File: src/rtl/dec_lut_encoder12bits_clk.sv
// Triangular-code encoder: W = N*(N+1)/2, computed with a shift-add multiplier
// that consumes one multiplier bit per clock. The result is held under a level 'found' flag.
module dec_lut_encoder12bits_clk #(
    parameter int N_BITS = 13,
    parameter int W_BITS = 25
) (
    input  logic              clk,
    input  logic              rst_n,
    input  logic              start,
    input  logic [N_BITS-1:0] N,
    output logic              busy,
    output logic              found,
    output logic [W_BITS-1:0] W
);
    localparam int ACC_W = 2*N_BITS + 1;
    localparam int CNT_W = $clog2(N_BITS);

    typedef enum logic [1:0] {IDLE, MUL, DONE} state_t;

    state_t            state, state_nxt;
    logic [N_BITS:0]   mcand;
    logic [N_BITS-1:0] mplier;
    logic [ACC_W-1:0]  acc, acc_nxt;
    logic [CNT_W-1:0]  cnt;
    logic              last, accept;

    assign last   = (cnt == CNT_W'(N_BITS-1));
    assign accept = start && (state == IDLE || state == DONE);
    assign busy   = (state == MUL);
    assign found  = (state == DONE);

    // The final partial product must reach W on the same edge that leaves MUL.
    always_comb begin
        acc_nxt = acc;
        if (mplier[0])
            acc_nxt = acc + (ACC_W'(mcand) << cnt);
    end

    always_comb begin
        state_nxt = state;
        case (state)
            IDLE:    if (start) state_nxt = MUL;
            MUL:     if (last)  state_nxt = DONE;
            DONE:    if (start) state_nxt = MUL;
            default: state_nxt = IDLE;
        endcase
    end

    always_ff @(posedge clk or negedge rst_n) begin
        if (!rst_n) state <= IDLE;
        else        state <= state_nxt;
    end

    always_ff @(posedge clk or negedge rst_n) begin
        if (!rst_n) begin
            mcand  <= '0;
            mplier <= '0;
            acc    <= '0;
            cnt    <= '0;
            W      <= '0;
        end else if (accept) begin
            // One extra bit keeps N+1 exact at N = 2^N_BITS-1.
            mcand  <= {1'b0, N} + (N_BITS+1)'(1);
            mplier <= N;
            acc    <= '0;
            cnt    <= '0;
        end else if (state == MUL) begin
            acc    <= acc_nxt;
            mplier <= mplier >> 1;
            cnt    <= cnt + CNT_W'(1);
            if (last)
                W <= W_BITS'(acc_nxt >> 1);
        end
    end
endmodule
File: config.mk
export PLATFORM = sky130hd
export DESIGN_NAME = dec_lut_encoder12bits_clk
export DESIGN_NICKNAME = d
export VERILOG_FILES = /design/src/rtl/dec_lut_encoder12bits_clk.sv
export SDC_FILE = /design/constraint.sdc
export NUM_CORES = 1
export LEC_CHECK = 0
export ABC_CLOCK_PERIOD_IN_PS = 4600
export CAP_MARGIN = 20
export CELL_PAD_IN_SITES_DETAIL_PLACEMENT = 0
export CELL_PAD_IN_SITES_GLOBAL_PLACEMENT = 1
export CORE_MARGIN = 2
export CORE_UTILIZATION = 45
export DETAILED_ROUTE_END_ITERATION = 8
export PLACE_DENSITY = 0.86
export REMOVE_ABC_BUFFERS = 1
export SKIP_CTS_REPAIR_TIMING = 1
export SYNTH_ARGS = -nofsm -noshare
export SYNTH_HDL_FRONTEND = slang
export SYNTH_SLANG_ARGS = --single-unit
export TNS_END_PERCENT = 20
File: constraint.sdc
create_clock -name clk -period 4.6 [get_ports clk]
set_input_delay 0.92 -clock clk [delete_from_list [all_inputs] [get_ports clk]]
set_output_delay 0.92 -clock clk [all_outputs]
set_load 0.03 [all_outputs]
; ---- Word level (Yosys, flattened, before mapping)
; Cells that the tools add are included.
[word_totals]
latch_bits = 0
mem_count = 0
register_bits = 85
output_inout_bits = 27
in_bits = 16
romBits = 0
ram_bits = 0
[op_classes]
magnitude_cmp = 0
shift = 1
mux = 10
n_reduce_logical = 9
n_div = 0
add_sub_neg = 3
eq_ne = 5
bitwise_logic = 1
multipliers = 0
[op_table]
columns = operator, count
row1 = $mux 27, 3
row2 = $add 27x27->27, 1
row3 = $shl 14x4->27, 1
row4 = $mux 13, 2
row5 = $add 13x1->14 const B, 1
row6 = $mux 4, 2
row7 = $add 4x1->4 const B, 1
row8 = $eq 4x4->1 const B, 1
row9 = $mux 2, 2
row10 = $ne 2x1->1 const B, 2
row11 = $pmux 2 s2, 1
row12 = $reduce_and 2->1, 2
row13 = $reduce_bool 2->1, 2
row14 = $reduce_and 3->1, 1
row15 = $eq 2x1->1 const B, 1
row16 = $eq 2x2->1 const B, 1
row17 = $logic_not 2->1, 1
row18 = $reduce_or 2->1, 1
row19 = $logic_and 1x1->1, 1
row20 = $logic_or 1x1->1, 1
row21 = $not 1->1, 1

; ---- Logic depth before layout (Yosys ltp)
; Gate-level depths: netlist (run 1).
[depth]
word_depth = 5
depth_mapped = 18

; ---- Worst setup path before layout (run 1)
; No wires, ideal clock.
[synth_timing]
path_kind = reg-to-reg
startpoint = reg cnt[0]
endpoint = reg W[20]
arrival_ns = 3.368
required_time_ns = 4.471
path_stages_with_launch = 15
setup_slack_ns = 1.102
setup_time_ns = 0.129
path_cell_list = dfrtp_1 > buf_2 > mux4_2 > mux2_2 > nor2_1 > a21oi_1 > ha_1 > a21oi_1 > nand2_1 > a221o_1 > nand3_1 > o311a_4 > a31oi_1 > xnor2_1 > o21ai_0
[synth_between]
elab_chain_cells = 3
word_cells_on_any_way = 5
cone_classes = 1 x add/sub / 1 x eq/ne / 1 x shift / 1 x mux / 1 x reduce/logical
[synth_lines]
columns = element, line_no
row1 = from (decl), 24  ; logic [CNT_W-1:0] cnt;
row2 = from (signal assigned), 70  ; cnt <= cnt + CNT_W'(1);
row3 = $shl 14x4->27, 36  ; acc_nxt = acc + (ACC_W'(mcand) << cnt);
row4 = $add 27x27->27, 36
row5 = $mux 27, 35  ; if (mplier[0])
row6 = to (signal assigned), 72  ; W <= W_BITS'(acc_nxt >> 1);
row7 = to (decl), 13  ; output logic [W_BITS-1:0] W
; Parallel ways exist; a longest one is shown, timed or not. The select of a mux whose other input is x is not followed.
; A chain may end at the register's enable or synchronous reset.

; ---- Worst setup path after layout (run 1)
[layout_timing]
startpoint = reg cnt[0]
endpoint = reg W[19]
; The elaborated chain is that of the path after synthesis.

==> impl_metrics.ini, run 1 <==
[status]
outcome = complete, no violations

[floorplan]
rows = 40
die_x_um = 116
start_util_pct = 46.5
die_area_um2 = 13400
core_area_um2 = 12100
io_pins = 43
fp.dieH_um = 116

[global_routing]
met3_usage_pct = 3.71
antenna_found_initial = 0
gr-usage-met2_pct = 36.5
overflow = 0
use_met1_pct = 29.2
top_usage_layer = met2
grt_pass1_wl_um = 23400
grt_start_max_net_pins = 85
first_global_vias = 4763
grtUsageTotal_pct = 22.3

[clocking]
htree_levels = 3
cts.clk_slew.worst_paths_ps = 60
clkSinkCount = 84
clockRootBuffer = clkbuf_16
cts_tree = yes
clk_latency_ps = 350
numCtsBuffers = 9
cts_buffer_depth = 2

[yosys]
synthCells = 682
syn_area_per_cell_um2 = 8.27
synth_area_leaders = dfrtp_1 37%, nand2_1 7.5%, ha_1 6.2%
seq_area_frac_synth_pct = 37.3
synth-async-reset-ratio_pct = 100
ys_seq_elements = 84
syn_area_um2 = 5640
synth_top_area_share_pct = 37.3
ys_warn_count = 0
yosysTopAreaCell = dfrtp_1
synth_edf_count = 0
ys.flop_type = dfrtp_1
synth_cell_types = 51

[worst_setup_path]
cp.required_ps = 4820
worst-setup-path-type = reg2reg
rrSetupSlack_ps = 400
worstPathArrival_ps = 4420
r2r.worst_path.cells = 15
reg2reg_to = W[19]
crit_path_end_kind = flop
start_kind = flop
crit_fanout = 24
r2r_start = cnt[0]

[drt]
vias = 5071
route.detailed.drc = 0
first_pass_iters = 5
drtIter0Drc = 291
drt_wl_total_um = 14200
routed_via_density = 5.78
drtAntennaViolNets = 0
wl_per_cell_um = 16.2

[cells_and_area]
layout-drive-gt1-share_pct = 5.92
multi_input_area_um2 = 3330
syn2layout_area_growth_pct = 15.5
num-fill-cells = 1140
diodes = 0
final_area_um2 = 6510
seq_area_um2 = 2100
nets = 749

[timing]
hold_viol = 0
max_freq_mhz = 238
fin_crit_ps = 4200
grt_setup_unrepaired = no
finalSetupViolCount = 0
fin_crit_sh_pct = 91.3
max-slew-margin-rel_pct = 37.3
worst-slew-pin-transition_ps = 939
timing.setup.tns_ps = 0
hold-worst-slack_ps = 475
drv_slew = 0
skew_ps = 6.35

[worst_hold_path]
hold-path-endpoint = mplier[3]
min_from = mplier[3]
hold_class = reg2reg
hold_depth = 2

[place]
port_buffers = 42
hpwlAfterDp_um = 10100
gp_congestion = 0.884
place_area_um2 = 6190

[run]
drv_cap = 0
cell type report:
| class | instances | share of cell area (%) |
|---|---|---|
| Sequential cell | 84 | 32.3 |
| Clock buffer | 13 | 4.15 |
| Clock inverter | 3 | 0.308 |
| Multi-Input combinational cell | 543 | 51.1 |
| Tap cell | 168 | 3.23 |
| Timing Repair Buffer | 56 | 8.34 |
| Inverter | 10 | 0.577 |
layout by cell type, fill, tap and decap left out, types with 17 or more instances in the layout:
master | synthesis | final
o21ai_0 | 67 | 67
a21oi_1 | 56 | 56
clkdlybuf4s50_1 | 0 | 41
dfrtp_1 | 84 | 84
nand2_1 | 113 | 113
xnor2_1 | 17 | 17
nor2_1 | 42 | 42
ha_1 | 28 | 28
nand3_1 | 43 | 43
Yosys cell counts (2+ instances only):
master / instances
o21ai_0: 67
xnor2_1: 17
o21a_1: 6
o211ai_1: 5
inv_1: 10
o21bai_1: 3
mux2i_1: 15
o31a_1: 3
nand4_1: 8
nand2_1: 113
nand3b_1: 2
buf_2: 2
a22oi_1: 11
o22a_1: 3
a211oi_1: 7
nor3_1: 8
a21oi_1: 56
xor2_1: 15
nand2b_1: 7
clkbuf_1: 42
a21o_1: 14
dfrtp_1: 84
o21ai_1: 5
a31oi_1: 6
and2_1: 3
ha_1: 28
a22o_1: 5
nor2b_1: 8
o41ai_1: 2
nor4_1: 3
nand3_1: 43
and3_1: 15
mux2_2: 7
nor2_1: 42
critical path, cell delays in order (launching register included):
cell	delay, ps
dfrtp_1	880
mux2_2	430
o21ai_0	320
nor2_1	70
a21oi_1	210
nor2_1	90
ha_1	360
a21oi_1	250
o21ai_0	120
o21ai_1	90
buf_4	150
o21ai_0	130
a31oi_1	350
o221ai_2	240
xnor2_1	240
o21ai_0	120
worst max path at each step:
stage            from       to  slack (ps)  cells past startpoint
5_1_grt        cnt[0]  acc[25]          40                     14
2_1_floorplan  cnt[0]    W[20]         870                     15
3_3_place_gp   cnt[0]    W[20]         630                     13
6_report       cnt[0]    W[19]         400                     15
4_1_cts        cnt[0]    W[20]         480                     15
3_5_place_dp   cnt[0]    W[20]         500                     15
layer usage:
| metal | vias up | wire, um | share of wire, % |
|---|---|---|---|
| met2 | 110 | 6620 | 47 |
| met3 | 25 | 624 | 4.4 |
| li1 | 2490 | - | - |
| met4 | 0 | 380 | 2.7 |
| met5 | - | 0 | 0 |
| met1 | 2446 | 6570 | 46 |
kinds of logic after synthesis:
family / count (synthesis) / share of synthesized area, %
AOI/OAI and AO/OA: 205 / 22.8
xor gates and xnor gates: 32 / 4.97
adders and majority gates: 29 / 6.57
buffers and inverters: 55 / 3.71
DFF: 84 / 37.3
muxes: 23 / 4.46
and+or+nand+nor: 254 / 20.2
through the flow:
step | util (%) | std cells | setup WS (ps)
finish | 53.8 | 877 | 399
CTS | 53.5 | 876 | 481
global placement | 51.1 | 860 | 629
global route | 53.8 | 877 | 38.5
floorplan | - | 637 | 870
detailed placement | 51.1 | 860 | 500
state kept, by name, indices dropped and copies added, names as in the netlist:
signal and flops:
acc 26, W 25, mplier 13, cnt 4, state 2, mcand 14
Power of run 1 is left out: the tool's default activity adds up to more than one toggle a clock period on the data nets, which glitch-free logic cannot reach.
==> run 2, diff against run 1 <==
--- a/config.mk
+++ b/config.mk
@@ -5,7 +5,6 @@
 export SDC_FILE = /design/constraint.sdc
 export NUM_CORES = 1
 export LEC_CHECK = 0
-export ABC_CLOCK_PERIOD_IN_PS = 4600
 export CAP_MARGIN = 20
 export CELL_PAD_IN_SITES_DETAIL_PLACEMENT = 0
 export CELL_PAD_IN_SITES_GLOBAL_PLACEMENT = 1
==> results of run 2 <==
The final DEF is identical to that of run 1; final timing and power are the same.
Power of run 2 is left out for the same reason.
